===== config.mk =====
export PLATFORM = sky130hd
export DESIGN_NAME = lane_to_fifo_bridge
export DESIGN_NICKNAME = d
export VERILOG_FILES = /design/src/rtl/dsi_lane_pkg.sv /design/src/rtl/lane_to_fifo_bridge.sv
export SDC_FILE = /design/constraint.sdc
export NUM_CORES = 1
export LEC_CHECK = 0
export ABC_AREA = 1
export BUFFER_PORTS_ARGS = -buffer_cell sky130_fd_sc_hd__buf_4
export CAP_MARGIN = 30
export CORE_UTILIZATION = 46
export DETAILED_ROUTE_END_ITERATION = 6
export PLACE_DENSITY = 0.74
export SLEW_MARGIN = 20
export SYNTH_ARGS = -nofsm -noshare
export SYNTH_HDL_FRONTEND = slang
export SYNTH_SLANG_ARGS = --single-unit

===== constraint.sdc =====
create_clock -name clk -period 3.6 [get_ports clk]
set_input_delay 0.18 -clock clk [delete_from_list [all_inputs] [get_ports clk]]
set_output_delay 0.18 -clock clk [all_outputs]
set_load 0.05 [all_outputs]

===== src/rtl/dsi_lane_pkg.sv =====
// rtl/dsi_lane_pkg.sv - D-PHY lane bridge state encoding, RX FIFO word layout and bit-reverse helper
package dsi_lane_pkg;

    typedef enum logic [2:0] {
        IDLE  = 3'd0,
        RECV  = 3'd1,
        FLUSH = 3'd2,
        DROP  = 3'd3,
        ABORT = 3'd4
    } lane_state_t;

    localparam int BYTE_W   = 8;
    localparam int LAST_BIT = 8;
    localparam int ERR_BIT  = 9;
    localparam int WORD_W   = 10;

    // Shared with the TX bridge so both ends agree on lane bit order.
    function automatic logic [BYTE_W-1:0] bit_reverse(input logic [BYTE_W-1:0] b);
        logic [BYTE_W-1:0] r;
        for (int i = 0; i < BYTE_W; i++) begin
            r[i] = b[BYTE_W-1-i];
        end
        return r;
    endfunction

endpackage


===== src/rtl/lane_to_fifo_bridge.sv =====
// rtl/lane_to_fifo_bridge.sv - D-PHY lane RX byte stream to tagged RX FIFO words (LANE_RX_BIT_REVERSE_EN optional)
module lane_to_fifo_bridge
    import dsi_lane_pkg::*;
#(
    parameter int LEN_W = 16
) (
    input  logic              clk,
    input  logic              rst_n,
    input  logic              rx_active,
    input  logic              rx_valid,
    input  logic [7:0]        rx_data,
    input  logic              rx_err,
    input  logic              fifo_full,
    output logic              fifo_write,
    output logic [WORD_W-1:0] fifo_data,
    output logic              pkt_done,
    output logic [LEN_W-1:0]  pkt_len,
    output logic              pkt_err,
    output logic              overflow
);

    localparam logic [LEN_W-1:0] LEN_ONE = LEN_W'(1);

    lane_state_t       state_q, state_d;
    logic [7:0]        hold_q, hold_d;
    logic              hold_full_q, hold_full_d;
    logic [LEN_W-1:0]  len_q, len_d;
    logic [LEN_W-1:0]  pkt_len_q;
    logic              late_q, late_d;
    logic              armed_q;
    logic [7:0]        rx_byte;
    logic [LEN_W-1:0]  len_inc;
    logic              late_byte;

`ifdef LANE_RX_BIT_REVERSE_EN
    assign rx_byte = bit_reverse(rx_data);
`else
    assign rx_byte = rx_data;
`endif

    assign len_inc   = (len_q == '1) ? len_q : len_q + LEN_ONE;
    assign late_byte = rx_active & rx_valid;
    assign pkt_len   = pkt_done ? len_q : pkt_len_q;

    always_comb begin
        state_d     = state_q;
        hold_d      = hold_q;
        hold_full_d = hold_full_q;
        len_d       = len_q;
        late_d      = late_q;
        fifo_write  = 1'b0;
        fifo_data   = {2'b00, hold_q};
        pkt_done    = 1'b0;
        pkt_err     = 1'b0;
        overflow    = 1'b0;

        case (state_q)
            IDLE: begin
                len_d       = '0;
                hold_full_d = 1'b0;
                late_d      = 1'b0;
                // armed stays low after reset until the lane is seen idle once.
                if (rx_active && armed_q) begin
                    if (rx_err) begin
                        state_d = DROP;
                    end else begin
                        state_d = RECV;
                        if (rx_valid) begin
                            hold_d      = rx_byte;
                            hold_full_d = 1'b1;
                            len_d       = LEN_ONE;
                        end
                    end
                end
            end

            RECV: begin
                if (!rx_active) begin
                    state_d = hold_full_q ? FLUSH : IDLE;
                end else if (rx_err) begin
                    state_d     = DROP;
                    hold_full_d = 1'b0;
                end else if (rx_valid) begin
                    if (!hold_full_q) begin
                        hold_d      = rx_byte;
                        hold_full_d = 1'b1;
                        len_d       = len_inc;
                    end else if (!fifo_full) begin
                        fifo_write = 1'b1;
                        hold_d     = rx_byte;
                        len_d      = len_inc;
                    end else begin
                        overflow    = 1'b1;
                        state_d     = DROP;
                        hold_full_d = 1'b0;
                    end
                end
            end

            FLUSH, ABORT: begin
                // Bytes of a burst that starts before the terminator is out are lost.
                if (late_byte) begin
                    overflow = 1'b1;
                    late_d   = 1'b1;
                end
                if (state_q == ABORT) begin
                    fifo_data           = '0;
                    fifo_data[LAST_BIT] = 1'b1;
                    fifo_data[ERR_BIT]  = 1'b1;
                end else begin
                    fifo_data[LAST_BIT] = 1'b1;
                end
                if (!fifo_full) begin
                    fifo_write  = 1'b1;
                    pkt_done    = 1'b1;
                    pkt_err     = (state_q == ABORT);
                    hold_full_d = 1'b0;
                    len_d       = '0;
                    late_d      = 1'b0;
                    state_d     = (late_q || late_byte) ? DROP : IDLE;
                end
            end

            DROP: begin
                hold_full_d = 1'b0;
                if (!rx_active) begin
                    state_d = ABORT;
                end
            end

            default: begin
                state_d = IDLE;
            end
        endcase
    end

    always_ff @(posedge clk or negedge rst_n) begin
        if (!rst_n) begin
            state_q     <= IDLE;
            hold_q      <= '0;
            hold_full_q <= 1'b0;
            len_q       <= '0;
            pkt_len_q   <= '0;
            late_q      <= 1'b0;
            armed_q     <= 1'b0;
        end else begin
            state_q     <= state_d;
            hold_q      <= hold_d;
            hold_full_q <= hold_full_d;
            len_q       <= len_d;
            late_q      <= late_d;
            armed_q     <= armed_q | ~rx_active;
            if (pkt_done) begin
                pkt_len_q <= len_q;
            end
        end
    end

endmodule


==> impl_metrics.py <==
metrics = {
    "run_status": {
        "status": "complete, but fails checks",
        "violations": "DRC",
    },
    "cells_and_area": {
        "fin_nets": 415,
        "fin_area_um2": 3040,
        "fillers": 536,
        "drive_above_1_share_pct": 18.8,
        "final_util_pct": 55.5,
        "multi_input_area_um2": 1230,
        "diodes": 0,
        "seq_area_um2": 1150,
        "area_growth_syn_to_layout_pct": 16.6,
    },
    "route": {
        "drc_errors": 5,
        "dr.pass1.iters": 7,
        "drt-total-wl_um": 5820,
        "ant_nets": 0,
        "post_drt_wl_per_cell_um": 12.3,
        "routed-via-count": 2397,
        "drt-initial-drc-count": 178,
        "via_per_inst": 5.08,
    },
    "global_route": {
        "grt_pass1_wl_um": 10200,
        "grt_use_total_pct": 21.1,
        "grt_overflow_total": 0,
        "grt_start_max_net_pins": 47,
        "antenna_found_initial": 0,
        "grt_pass1_vias": 2214,
    },
    "sta": {
        "max_freq_mhz": 386,
        "slew-limit-headroom_pct": 44.9,
        "tightest_slew_ns": 0.824,
        "final.setup.worst_slack_ns": 1.01,
        "fin_crit_ns": 2.59,
        "finalCritPeriodShare_pct": 72.1,
        "hold_viol": 0,
        "setup_tns_ns": 0,
        "setup-violations-final": 0,
        "rsz0062_at_grt": "false",
        "finClkSkew_ns": 0.00482,
        "drv_slew": 0,
    },
    "yosys": {
        "avgSynthCellArea_um2": 7.27,
        "ys_ff_latch": 46,
        "syn_nets": 373,
        "synthArstFlopShare_pct": 100,
        "synth_edf_count": 0,
        "netlist_instances": 358,
        "yosys_warnings": 0,
        "seq_area_frac_synth_pct": 44.2,
        "synth_area_um2": 2600,
        "yosysTopAreaCellShare_pct": 44.2,
        "netlist.top_cell.by_area": "dfrtp_1",
        "synth.area.top_cells": "dfrtp_1 (44%), nand2_1 (18%), nand3_1 (8.3%)",
        "synthFlopType": "dfrtp_1",
        "synth_cell_types": 23,
        "synthTopCellsByCount": "nand2_1 (123), dfrtp_1 (46), nand3_1 (43), inv_1 (39), nor2_1 (33)",
        "yosysMostFrequentCell": "nand2_1",
    },
    "placed_design": {
        "placed_cell_area_um2": 2950,
        "dp_slack_ns": 1.33,
        "gp_congestion": 0.917,
        "port_buffers": 43,
        "dp_hpwl_um": 4320,
    },
    "worst_hold_path": {
        "hp-start": "rx_data[1]",
        "hold_path_class": "in2reg",
    },
    "floorplan": {
        "die_w_um": 77.2,
        "fp.dieArea_um2": 5970,
        "ios": 44,
        "coreArea_um2": 5470,
        "chipHeight_um": 77.2,
        "rows": 27,
        "start_util_pct": 47.6,
    },
    "worst_setup_path": {
        "crit_type": "reg2out",
        "crit_path_end_kind": "primary output",
        "critPathLaunch": "state_q[1]",
        "worstSetupStartpointType": "flip-flop",
        "rrSetupSlack_ns": 1.62,
        "reg2reg_from": "state_q[1]",
        "cp_max_fo": 32,
        "crit_arrival_ns": 2.41,
        "worstPathRequired_ns": 3.42,
    },
    "clock_tree": {
        "postCtsResizedCells": 0,
        "cts_root_buf": "clkbuf_8",
        "clock_latency_ns": 0.29,
        "cts_buffers": 5,
        "cts_tree": "yes",
        "path_clk_slew_ns": 0.08,
        "clockBufferDepth": 2,
        "htree_levels": 2,
        "clock-sinks": 46,
    },
    "power_and_ir_drop": {
        "irDropWorstVdd_uv": 350,
        "p_leak_nw": 1.57,
        "power_density_nw_per_um2": 658,
    },
    "flow_run": {
        "cap_violations": 0,
    },
}
-- cells in the final DEF (no fill, tap or decap), drive strengths merged --
cell         Yosys  routed
nand2          128     128
dfrtp           46      46
nand3           44      44
buf              8      43
inv             41      41
o21ai           40      40
nor2            34      34
nand4            6       6
clkbuf           1       5
a21oi            4       4
nor3             3       3
clkinv           1       3
or2              1       1
ha               1       1
dlygate4sd3      0       1
-- state kept, by name, summed over array words and instances, names as in the netlist --
| register | flops |
|---|---|
| late_q | 1 |
| hold_q | 8 |
| hold_full_q | 1 |
| state_q | 3 |
| armed_q | 1 |
| len_q | 16 |
| pkt_len_q | 16 |
-- path summary, 6_finish.rpt --
check / end / cells past startpoint
max: pkt_len[14] / 8
min: hold_q[1] / 3
max reg2reg: pkt_len_q[14] / 7
min reg2reg: hold_q[5] / 2
max in group asynchronous: pkt_len_q[13] / 2
min in group asynchronous: hold_q[4] / 2
-- worst max-delay path, cell delays in order (launching register included) --
cell     delay, ns
dfrtp_1       0.43
inv_1         0.13
nand2_1       0.08
nand2_1       0.10
nand2_1       0.07
inv_1         0.11
nand2_1       0.49
o21ai_0       0.46
buf_4         0.26
-- cell families after synthesis --
| kind of cell | after synthesis | share of synthesized area (%) |
|---|---|---|
| and+or+nand+nor | 216 | 36.1 |
| buffers and inverters | 51 | 8.70 |
| DFF | 46 | 44.2 |
| AOI/OAI and AO/OA | 44 | 10.5 |
| adders and majority gates | 1 | 0.480 |
-- metal layers --
metal	vias up	wire length (µm)	GRT usage [%]	share of wire [%]
met2	56	2640	32.5	45
li1	1227	-	-	-
met4	0	72	6.60	1.2
met5	-	0	0	0
met1	1107	2880	30.4	49
met3	7	228	3.10	3.9
-- cell type report --
cell class	instances	area share, %
flip-flops and latches	46	37.9
repair buffers	44	11.0
clock inverters	2	0.330
clock buffers	5	2.27
multi-input cells	261	40.4
inverters	42	5.19
well taps	72	2.97
-- power breakdown --
group          total [W]  internal (W)  switching, W
combinational    0.00103      0.000270      0.000765
clock           0.000297      0.000131      0.000166
sequential      0.000666      0.000602     0.0000644
total            0.00200       0.00100      0.000996
-- through the flow --
step	hold slack (ns)	power [W]	instances
2_1_floorplan	-0.116	0.00153	358
3_3_place_gp	0.218	0.00170	464
3_5_place_dp	0.218	0.00172	464
4_1_cts	0.103	0.00202	472
5_1_grt	0.113	0.00216	472
6_report	0.108	0.00200	472
-- timing repair --
item	CTS	global route
buffers inserted	0	0
hold buffers	1	0
setup endpoints to repair	0	0
hold endpoints to repair	46	0
Note: power is estimated with default switching activity, not from simulation.
